`src/rtl/sim_watchdog_pkg.sv`:
```
// Shared types and constants for the simulation watchdog.
// Holds the FSM state encoding, the failure-cause encoding and a helper
// that turns a cycle count into the index of its last cycle.
package sim_watchdog_pkg;

    // Default width of every cycle counter in the watchdog.
    localparam int unsigned DEF_CNT_W = 32;

    // Watchdog life cycle; DONE and TIMEOUT are terminal until reset.
    typedef enum logic [2:0] {
        ST_IDLE    = 3'd0,
        ST_WARMUP  = 3'd1,
        ST_RUN     = 3'd2,
        ST_DONE    = 3'd3,
        ST_TIMEOUT = 3'd4
    } state_e;

    // Failure cause reported alongside the timeout flag.
    typedef enum logic [1:0] {
        ERR_NONE   = 2'b00,
        ERR_STALL  = 2'b01,
        ERR_BUDGET = 2'b10
    } err_e;

    // Index of the last cycle of an n-cycle window, in a 64-bit domain so
    // limits wider than the counter never alias onto small counter values.
    function automatic logic [63:0] last_index(input int unsigned n);
        logic [63:0] wide;
        wide = 64'(n);
        return (n == 0) ? 64'd0 : wide - 64'd1;
    endfunction

endpackage : sim_watchdog_pkg

```
`src/rtl/sat_counter.sv`:
```
// Saturating up-counter with synchronous clear.
// Clear has priority over enable; once all ones the value holds instead of
// wrapping. Reset is synchronous and active-low.
module sat_counter #(
    parameter int unsigned W = 8
) (
    input  logic         clk_i,
    input  logic         rst_ni,
    input  logic         clr_i,
    input  logic         en_i,
    output logic [W-1:0] cnt_o
);

    localparam logic [W-1:0] ONE     = W'(1);
    localparam logic [W-1:0] ALL_ONE = '1;

    // Count up on enable, stop at all ones, clear on request.
    always_ff @(posedge clk_i) begin
        // NOTE: state registers use non-blocking assignment so every flop
        // samples the pre-edge values, independent of block ordering.
        if (!rst_ni) begin
            cnt_o <= '0;
        end else if (clr_i) begin
            cnt_o <= '0;
        end else if (en_i && (cnt_o != ALL_ONE)) begin
            cnt_o <= cnt_o + ONE;
        end
    end

endmodule : sat_counter

```
`src/rtl/sim_watchdog.sv`:
```
// Simulation watchdog: waits a warm-up window after start, then supervises
// DUT progress pulses and latches either completion or a timeout (stall or
// global cycle budget). All status outputs are registered and sticky until
// reset.
//
// Optional feature, macro SIM_WATCHDOG_FINISH_EN: when defined, entering
// DONE prints PASS and ends the simulation, entering TIMEOUT raises $error
// and ends it with a non-zero diagnostic level. When undefined the block
// only drives its flags.
//
// Limits are compared in a 64-bit domain, so CNT_W must not exceed 64.
module sim_watchdog
    import sim_watchdog_pkg::*;
#(
    parameter int unsigned CNT_W         = DEF_CNT_W,
    parameter int unsigned WARMUP_CYCLES = 4,
    parameter int unsigned STALL_CYCLES  = 1000,
    parameter int unsigned MAX_CYCLES    = 1000000
) (
    input  logic             clk_i,
    input  logic             rst_ni,
    input  logic             start_i,
    input  logic             progress_i,
    input  logic             done_i,
    output logic             running_o,
    output logic             done_o,
    output logic             timeout_o,
    output logic [1:0]       err_o,
    output logic [CNT_W-1:0] cycle_cnt_o,
    output logic [CNT_W-1:0] stall_cnt_o
);

    localparam logic [63:0] WARM_LAST  = last_index(WARMUP_CYCLES);
    localparam logic [63:0] STALL_LAST = last_index(STALL_CYCLES);
    localparam logic [63:0] CYCLE_LAST = last_index(MAX_CYCLES);
    localparam bit          SKIP_WARM  = (WARMUP_CYCLES == 0);

    state_e           state;
    logic [CNT_W-1:0] warm_cnt;

    logic warm_last;
    logic stall_last;
    logic cycle_last;
    logic stall_hit;
    logic budget_hit;
    logic run_exit;
    logic run_stay;
    logic enter_run;
    logic warm_clr;
    logic warm_en;
    logic cyc_clr;
    logic cyc_en;
    logic stall_clr;
    logic stall_en;

    // Limit detection and counter controls derived from the current state.
    always_comb begin
        // NOTE: every signal gets a value on every path through this block;
        // a missed assignment would infer a latch.
        warm_last  = (64'(warm_cnt) == WARM_LAST);
        stall_last = (64'(stall_cnt_o) == STALL_LAST);
        cycle_last = (64'(cycle_cnt_o) == CYCLE_LAST);

        // Progress in the limit cycle rescues the stall; done_i beats both.
        stall_hit  = stall_last && !progress_i;
        budget_hit = cycle_last;
        run_exit   = (state == ST_RUN) && (done_i || stall_hit || budget_hit);
        run_stay   = (state == ST_RUN) && !run_exit;

        enter_run  = ((state == ST_IDLE) && start_i && SKIP_WARM) ||
                     ((state == ST_WARMUP) && warm_last);

        // The warm-up counter idles at zero so it starts from 0 on start_i.
        warm_clr   = (state == ST_IDLE);
        warm_en    = (state == ST_WARMUP);

        // Counters freeze on the exit edge and in the terminal states.
        cyc_clr    = enter_run;
        cyc_en     = run_stay;
        stall_clr  = enter_run || (run_stay && progress_i);
        stall_en   = run_stay && !progress_i;
    end

    sat_counter #(.W(CNT_W)) u_warm_cnt (
        .clk_i  (clk_i),
        .rst_ni (rst_ni),
        .clr_i  (warm_clr),
        .en_i   (warm_en),
        .cnt_o  (warm_cnt)
    );

    sat_counter #(.W(CNT_W)) u_cycle_cnt (
        .clk_i  (clk_i),
        .rst_ni (rst_ni),
        .clr_i  (cyc_clr),
        .en_i   (cyc_en),
        .cnt_o  (cycle_cnt_o)
    );

    sat_counter #(.W(CNT_W)) u_stall_cnt (
        .clk_i  (clk_i),
        .rst_ni (rst_ni),
        .clr_i  (stall_clr),
        .en_i   (stall_en),
        .cnt_o  (stall_cnt_o)
    );

    // Watchdog FSM with registered status flags reflecting the next state.
    always_ff @(posedge clk_i) begin
        if (!rst_ni) begin
            state     <= ST_IDLE;
            running_o <= 1'b0;
            done_o    <= 1'b0;
            timeout_o <= 1'b0;
            err_o     <= ERR_NONE;
        end else begin
            case (state)
                ST_IDLE: begin
                    if (start_i) begin
                        state     <= SKIP_WARM ? ST_RUN : ST_WARMUP;
                        running_o <= 1'b1;
                    end
                end
                ST_WARMUP: begin
                    if (warm_last) begin
                        state <= ST_RUN;
                    end
                end
                ST_RUN: begin
                    if (done_i) begin
                        state     <= ST_DONE;
                        running_o <= 1'b0;
                        done_o    <= 1'b1;
                    end else if (stall_hit) begin
                        state     <= ST_TIMEOUT;
                        running_o <= 1'b0;
                        timeout_o <= 1'b1;
                        err_o     <= ERR_STALL;
                    end else if (budget_hit) begin
                        state     <= ST_TIMEOUT;
                        running_o <= 1'b0;
                        timeout_o <= 1'b1;
                        err_o     <= ERR_BUDGET;
                    end
                end
                ST_DONE, ST_TIMEOUT: begin
                    // Terminal: hold flags and counters until reset.
                end
                default: begin
                    state     <= ST_IDLE;
                    running_o <= 1'b0;
                    done_o    <= 1'b0;
                    timeout_o <= 1'b0;
                    err_o     <= ERR_NONE;
                end
            endcase
        end
    end

`ifdef SIM_WATCHDOG_FINISH_EN
    state_e prev_state;

    // Detect entry into a terminal state once and end the simulation.
    always_ff @(posedge clk_i) begin
        if (!rst_ni) begin
            prev_state <= ST_IDLE;
        end else begin
            prev_state <= state;
            if ((state == ST_DONE) && (prev_state != ST_DONE)) begin
                $display("PASS: sim_watchdog done after %0d run cycles", cycle_cnt_o);
                $finish;
            end
            if ((state == ST_TIMEOUT) && (prev_state != ST_TIMEOUT)) begin
                $error("sim_watchdog timeout: err=%b after %0d run cycles", err_o, cycle_cnt_o);
                $finish(1);
            end
        end
    end
`else
    // Flags only; whoever watches done_o/timeout_o decides how to end the run.
`endif

endmodule : sim_watchdog

```
`config.mk`:
```
export PLATFORM = sky130hd
export DESIGN_NAME = sim_watchdog
export DESIGN_NICKNAME = d
export VERILOG_FILES = /design/src/rtl/sim_watchdog_pkg.sv /design/src/rtl/sat_counter.sv /design/src/rtl/sim_watchdog.sv
export SDC_FILE = /design/constraint.sdc
export NUM_CORES = 1
export LEC_CHECK = 0
export CAP_MARGIN = 5
export CORE_ASPECT_RATIO = 0.75
export CORE_UTILIZATION = 40
export DETAILED_ROUTE_END_ITERATION = 10
export GPL_ROUTABILITY_DRIVEN = 0
export HOLD_SLACK_MARGIN = 0.08
export PLACE_DENSITY = 0.67
export SLEW_MARGIN = 20
export SYNTH_ARGS = -nofsm -noshare
export SYNTH_HDL_FRONTEND = slang
export SYNTH_SLANG_ARGS = --single-unit
```
`constraint.sdc`:
```
create_clock -name clk_i -period 2.1 [get_ports clk_i]
set_clock_uncertainty 0.05 [all_clocks]
set_input_delay 0.21 -clock clk_i [delete_from_list [all_inputs] [get_ports clk_i]]
set_output_delay 0.21 -clock clk_i [all_outputs]
set_load 0.02 [all_outputs]
```
# ---- After elaboration in Yosys (flattened, before gate mapping)
# Cells that the tools add are included.
dict set report word_totals {
  reg_bits 104
  latch_bits 0
  mem_bits_rw 0
  mem_bits_ro 0
  inputBits 5
  output_inout_bits 69
  elab_cells 77
  mem_count 0
}
dict set report op_classes {
  add_sub_neg 3
  multipliers 0
  div_mod_pow 0
  n_lt_le_gt_ge 0
  n_eq_ne 16
  shifts 0
  muxes 21
  bitwise 4
  reduce_logical 25
}
# cell n
set op_table {}
lappend op_table {{$add A32 B1 Y32 const B} 3}
lappend op_table {{$ne A32 B32 Y1 const B} 3}
lappend op_table {{$eq A32 B10 Y1 const B} 1}
lappend op_table {{$eq A32 B2 Y1 const B} 1}
lappend op_table {{$eq A32 B20 Y1 const B} 1}
lappend op_table {{$mux W3} 5}
lappend op_table {{$pmux W3 S4} 1}
lappend op_table {{$logic_and A1 B1 Y1} 9}
lappend op_table {{$mux W1} 8}
lappend op_table {{$ne A2 B2 Y1 const B} 4}
lappend op_table {{$reduce_or A2 Y1} 4}
lappend op_table {{$eq A3 B2 Y1 const B} 2}
lappend op_table {{$mux W2} 3}
lappend op_table {{$reduce_and A3 Y1} 2}
lappend op_table {{$ne A4 B4 Y1 const B} 1}
lappend op_table {{$not A1 Y1} 4}
lappend op_table {{$pmux W1 S2} 2}
lappend op_table {{$pmux W2 S2} 1}
lappend op_table {{$reduce_and A4 Y1} 1}
lappend op_table {{$reduce_or A4 Y1} 1}
lappend op_table {{$eq A3 B1 Y1 const B} 1}
lappend op_table {{$eq A3 B3 Y1 const B} 1}
lappend op_table {{$logic_not A3 Y1} 1}
lappend op_table {{$logic_or A1 B1 Y1} 3}
lappend op_table {{other kinds (5)} 6}

# ---- Longest topological paths before layout
dict set report logic_depth {
  word_depth 10
  ltp_mapped 10
  depth_no_buf 8
}

# ---- Hierarchy
# Synthesis repeated with hierarchy kept, for this count alone.
dict set report unflattened {
  hier_cells 723
  area_unflattened_um2 5845.6
}
# mod n_inst cells_per_inst area_each_um2 seq_area_each_um2
set modules_own_cells {}
lappend modules_own_cells {sat_counter 3 203 1667.8 640.6}
lappend modules_own_cells {sim_watchdog 1 114 842.1 160.2}

# ---- Least setup slack after synthesis
# Ideal clock, no wire load.
dict set report synth_path {
  path_kind {register -> register}
  from {register u_cycle_cnt.cnt_o[0]}
  to {register u_cycle_cnt.cnt_o[21]}
  setup_time_ns 0.128
  arrival_ns 2.293
  t_required_ns 1.922
  setup_slack_ns -0.370
  stages_incl_launch_ff 11
  n_path_buf 2
  period_less_slack_ns 2.470
  path_cell_list {dfxtp_1 ha_1 nand2_1 nor4_1 and4_1 clkbuf_1 clkbuf_1 nor3_1 nand3_1 xor2_1 nor2_1}
}
dict set report synth_between {
  elab_chain_len 6
  word_cells_on_any_way 8
  cone_classes {add/sub (1); eq/ne (2); reduce/logical (5)}
}
# item line_no
set synth_rtl {}
lappend synth_rtl {{start: declaration} sat_counter.sv:11} ;# output logic [W-1:0] cnt_o
lappend synth_rtl {{start signal: assignment} sat_counter.sv:26} ;# cnt_o <= cnt_o + ONE;
lappend synth_rtl {{branches (longest 6 deep; another with $add A32 B1 Y32)} --}
# Several ways; the timed one is not identified.
# A chain may end at the register's enable or synchronous reset.

# ---- Worst setup path after layout
dict set report layout_path {
  from {register u_cycle_cnt.cnt_o[7]}
  to {register u_stall_cnt.cnt_o[1]}
}
dict set report layout_between {
  elab_chain_len 8
  word_cells_on_any_way 10
  cone_classes {eq/ne (1); reduce/logical (9)}
}
# item line_no
set layout_rtl {}
lappend layout_rtl {{$eq A32 B20 Y1 (*)} sim_watchdog.sv:62} ;# cycle_last = (64'(cycle_cnt_o) == CYCLE_LAST);
lappend layout_rtl {{$logic_or A1 B1 Y1 (*)} sim_watchdog.sv:67} ;# run_exit = (state == ST_RUN) && (done_i || stall_hit || budget_hit);
lappend layout_rtl {{$logic_and A1 B1 Y1 (*)} sim_watchdog.sv:67}
lappend layout_rtl {{$logic_not A1 Y1 (*)} sim_watchdog.sv:68} ;# run_stay = (state == ST_RUN) && !run_exit;
lappend layout_rtl {{$logic_and A1 B1 Y1 (*)} sim_watchdog.sv:68}
lappend layout_rtl {{$logic_and A1 B1 Y1} sim_watchdog.sv:80} ;# stall_clr = enter_run || (run_stay && progress_i);
lappend layout_rtl {{$logic_or A1 B1 Y1} sim_watchdog.sv:80}
lappend layout_rtl {{$reduce_or A2 Y1 (no source line)} --}
lappend layout_rtl {{end signal: assignment} sat_counter.sv:26}
lappend layout_rtl {{end: declaration} sat_counter.sv:11}
# Every way passes the cells marked *; elsewhere a longest branch is shown, timed or not.

==> metrics.csv <==
metric;value;unit
status;finished with violations;
violations;setup timing;
number_of_global_route_vias_before_repair;5560;
clock_power_share;45.6;%
synth_cell_type_count;47;
share_of_the_synthesized_area_in_compound_gates_ao_oa_aoi_oai;6.62;%
vdd_ir_drop_max;0.000470;V
dieArea;0.0142;sq mm
report.final.setup_viol;67;
internal-power;3.02;mW
synthTopCellsByArea;dfxtp_1, xor2_1, nor2_1, nand4_1, nand3_1;
power.total;3.86;mW
total_count_of_max_transition_violations_in_the_final_report;0;
drtAntennaViolNets;0;
clk_path_buf_depth;2;
detailed_place_hpwl;12600;um
synth_fp_nets;690;
die_height;103;um
postSynth.topFlopCell;dfxtp_1;
wl_per_cell;16.2;um
critPathSlowestCell;or4b_1;
mostFrequentLayoutCells;buf_4, nor2_1, dfxtp_1, clkdlybuf4s50_1, xor2_1;
finish.instance_area;0.00820;sq mm
synth_simple_gate_area_share;39.1;%
cts-hold-fix-buffers;0;
grt_first_pass_wirelength;27300;um
crit_path_end_kind;register;
power.switching_fraction;21.9;%
die_x;137;um
mean_syn_cell_area;8.03;sq um
wirelength;17300;um
timing.final.crit_period;2.38;ns
cell_chosen_for_the_clock_root;clkbuf_16;
initial_utilization;41.7;%
seq_area_frac_synth;38.0;%
cp_data_required_time;2.34;ns
post_route_cells_drive_above_1_share;29.8;%
worst-slew-pin-transition;0.506;ns
tritoncts.num_buffers;9;
final.fill_count;1084;
synth_warnings;0;
rsz0062_at_grt;true;
ys_seq_elements;104;
most_common_cell_after_layout_fill_and_taps_aside;buf_4;
vias_per_cell;5.58;
period_share;113;%
synth_mux_area_share;0.183;%
syn_inst;682;
fin_hold_ws;0.469;ns
postSynth.asyncResetShare;0;%
clock_latency_on_the_worst_skew_pair;0.36;ns
io_pins;74;
p_leak;2.97;nW
timing.critical_path.max_delay_family;simple AND/OR/NAND/NOR gates;
antenna-diode-count;0;
dominant_combinational_cell_family_by_area_after_synthesis;simple AND/OR/NAND/NOR gates;
overflow;0;
max_incr_delay_on_cp;0.52;ns
final-hold-violation-count;0;
comb_power_share;3.3;%
synth_edf_count;0;
portBuffers;73;
synth.top_cell.area_share;38.0;%
pin_count_of_the_biggest_net_entering_global_routing;30;
summed_instance_area_of_the_synthesized_netlist;0.00548;sq mm
core_area;0.0132;sq mm
postPlaceCellArea;0.00757;sq mm
clock_sinks;104;
clock_h_tree_levels;3;
tritoncts;done;
nNetsFinal;899;
worstSetupStartpointType;register;
number_of_buffers_and_inverters_on_the_critical_path;1;
worst-setup-path-type;reg -> reg;
critPathArrivalTime;2.61;ns
timing.max_slew.rel_slack;66.3;%
achievable-frequency;0.421;GHz
dr.first_iter.drc_count;487;
drcViolationCount;0;
crit_path_cell_trace;or4b_1 -> or4_4 -> nor4_4 -> nor2_4 -> and2_4 -> a21o_4 -> buf_12 -> a21oi_2;
netlist.top_cell.by_area;dfxtp_1;
cts.clk_slew.worst_paths;0.08;ns
synth_xor_xnor_area_share;12.1;%
dp_worst_setup_slack;-0.294;ns
finalWorstSetupSlack;-0.276;ns
maximum_capacitance_violations;0;
worstHoldPathType;reg -> reg;
grtUsageTotal;24.6;%
synth-adder-area-share;0.685;%
placement_rows;36;
synthToLayoutAreaGrowth;49.7;%
netSwitchingPower;0.845;mW
share_seq_of_total_power;51.1;%
detailroute.via_count;5954;
r2r_slack;-0.28;ns
cellPowerDensity;471;mW/mm^2
critical_path_peak_fanout;18;
grt_antenna_before_repair;0;
detail_route.first_pass.iterations;5;
-- cell families (layout without fill, tap and decap cells) --
kind of cell               Yosys count  in the layout
adders and majority gates            3              3
and+or+nand+nor                    403            403
buffers and inverters               40            254
xor gates and xnor gates            76             76
DFF                                104            104
AOI/OAI and AO/OA                   55             55
muxes                                1              1
-- power by group through the flow --
stage | Combinational [mW] | Sequential [mW] | Clock (mW)
CTS | 0.121 | 1.97 | 1.79
global route | 0.135 | 1.97 | 1.88
global placement | 0.117 | 2.02 | 0
finish | 0.127 | 1.97 | 1.76
detailed placement | 0.119 | 2.02 | 0
floorplan | 0.0599 | 2.02 | 0
-- Yosys cell counts, types with 2 or more instances --
master	n
inv_1	7
xnor2_1	19
o211ai_1	4
xor2_1	57
nand4b_1	4
a21oi_2	8
and4_1	16
and4b_1	2
a21oi_1	8
nand3_1	54
or3b_2	2
nor2b_1	3
dfxtp_1	104
buf_6	3
ha_1	3
or4_1	5
nand4_1	44
nand2_1	55
o21ai_0	21
nand2b_1	5
nor4b_1	7
nor3b_1	4
clkbuf_1	22
a31oi_1	2
nor2_1	103
or2_2	2
o31ai_1	4
or3_1	12
buf_2	7
nor3_1	25
nor4_1	31
and3_1	15
and2_1	10
-- cell type report --
type | instances | area, sq um | area share [%]
Inverter | 7 | 26.3 | 0.320
Timing Repair Buffer | 231 | 2000 | 24.3
Sequential cell | 104 | 2110 | 25.7
Multi-Input combinational cell | 538 | 3550 | 43.2
Clock inverter | 5 | 55.1 | 0.671
Clock buffer | 11 | 254 | 3.10
Tap cell | 171 | 214 | 2.61
-- metrics by stage --
stage / setup TNS, ns / std cells / utilization [%]
after floorplan: -7.72 / 682 / -
after global placement: -13.17 / 1040 / 57.6
after detailed placement: -14.20 / 1040 / 57.6
after CTS: -12.68 / 1062 / 61.0
after global routing: -19.76 / 1067 / 62.4
final: -13.76 / 1067 / 62.4
-- worst reg2reg max path: stages (launching register included) --
cell and delay [ns]:
dfxtp_4 0.34, or4b_1 0.52, or4_4 0.44, nor4_4 0.22
nor2_4 0.08, and2_4 0.17, a21o_4 0.22, buf_12 0.16
a21oi_2 0.11
-- registers in the layout, indices dropped and copies added, names as in the netlist --
signal and cells:
err_o 2, u_stall_cnt.cnt_o 32, running_o 1, done_o 1, state 3, u_cycle_cnt.cnt_o 32, u_warm_cnt.cnt_o 32, timeout_o 1
-- metal layers --
layer	GRT usage (%)	share of wire (%)
met2	39.4	45
met5	0	0
met4	7.02	1.8
met3	5.51	6.9
met1	33.3	46
-- timing repair --
action,in CTS,in global routing
cloned,1,0
setup buffers,5,6
endpoints found under the setup margin,68,83
pin swaps,7,10
gates resized for setup,28,42
-- final timing paths --
kind                        startpoint                   end  cells past startpoint
setup reg to reg  u_cycle_cnt.cnt_o[7]  u_stall_cnt.cnt_o[1]                      8
hold / removal               running_o             running_o                      2
setup / recovery  u_cycle_cnt.cnt_o[7]  u_stall_cnt.cnt_o[1]                      8
hold reg to reg              running_o             running_o                      2
Note: power is estimated with default switching activity, not from simulation.
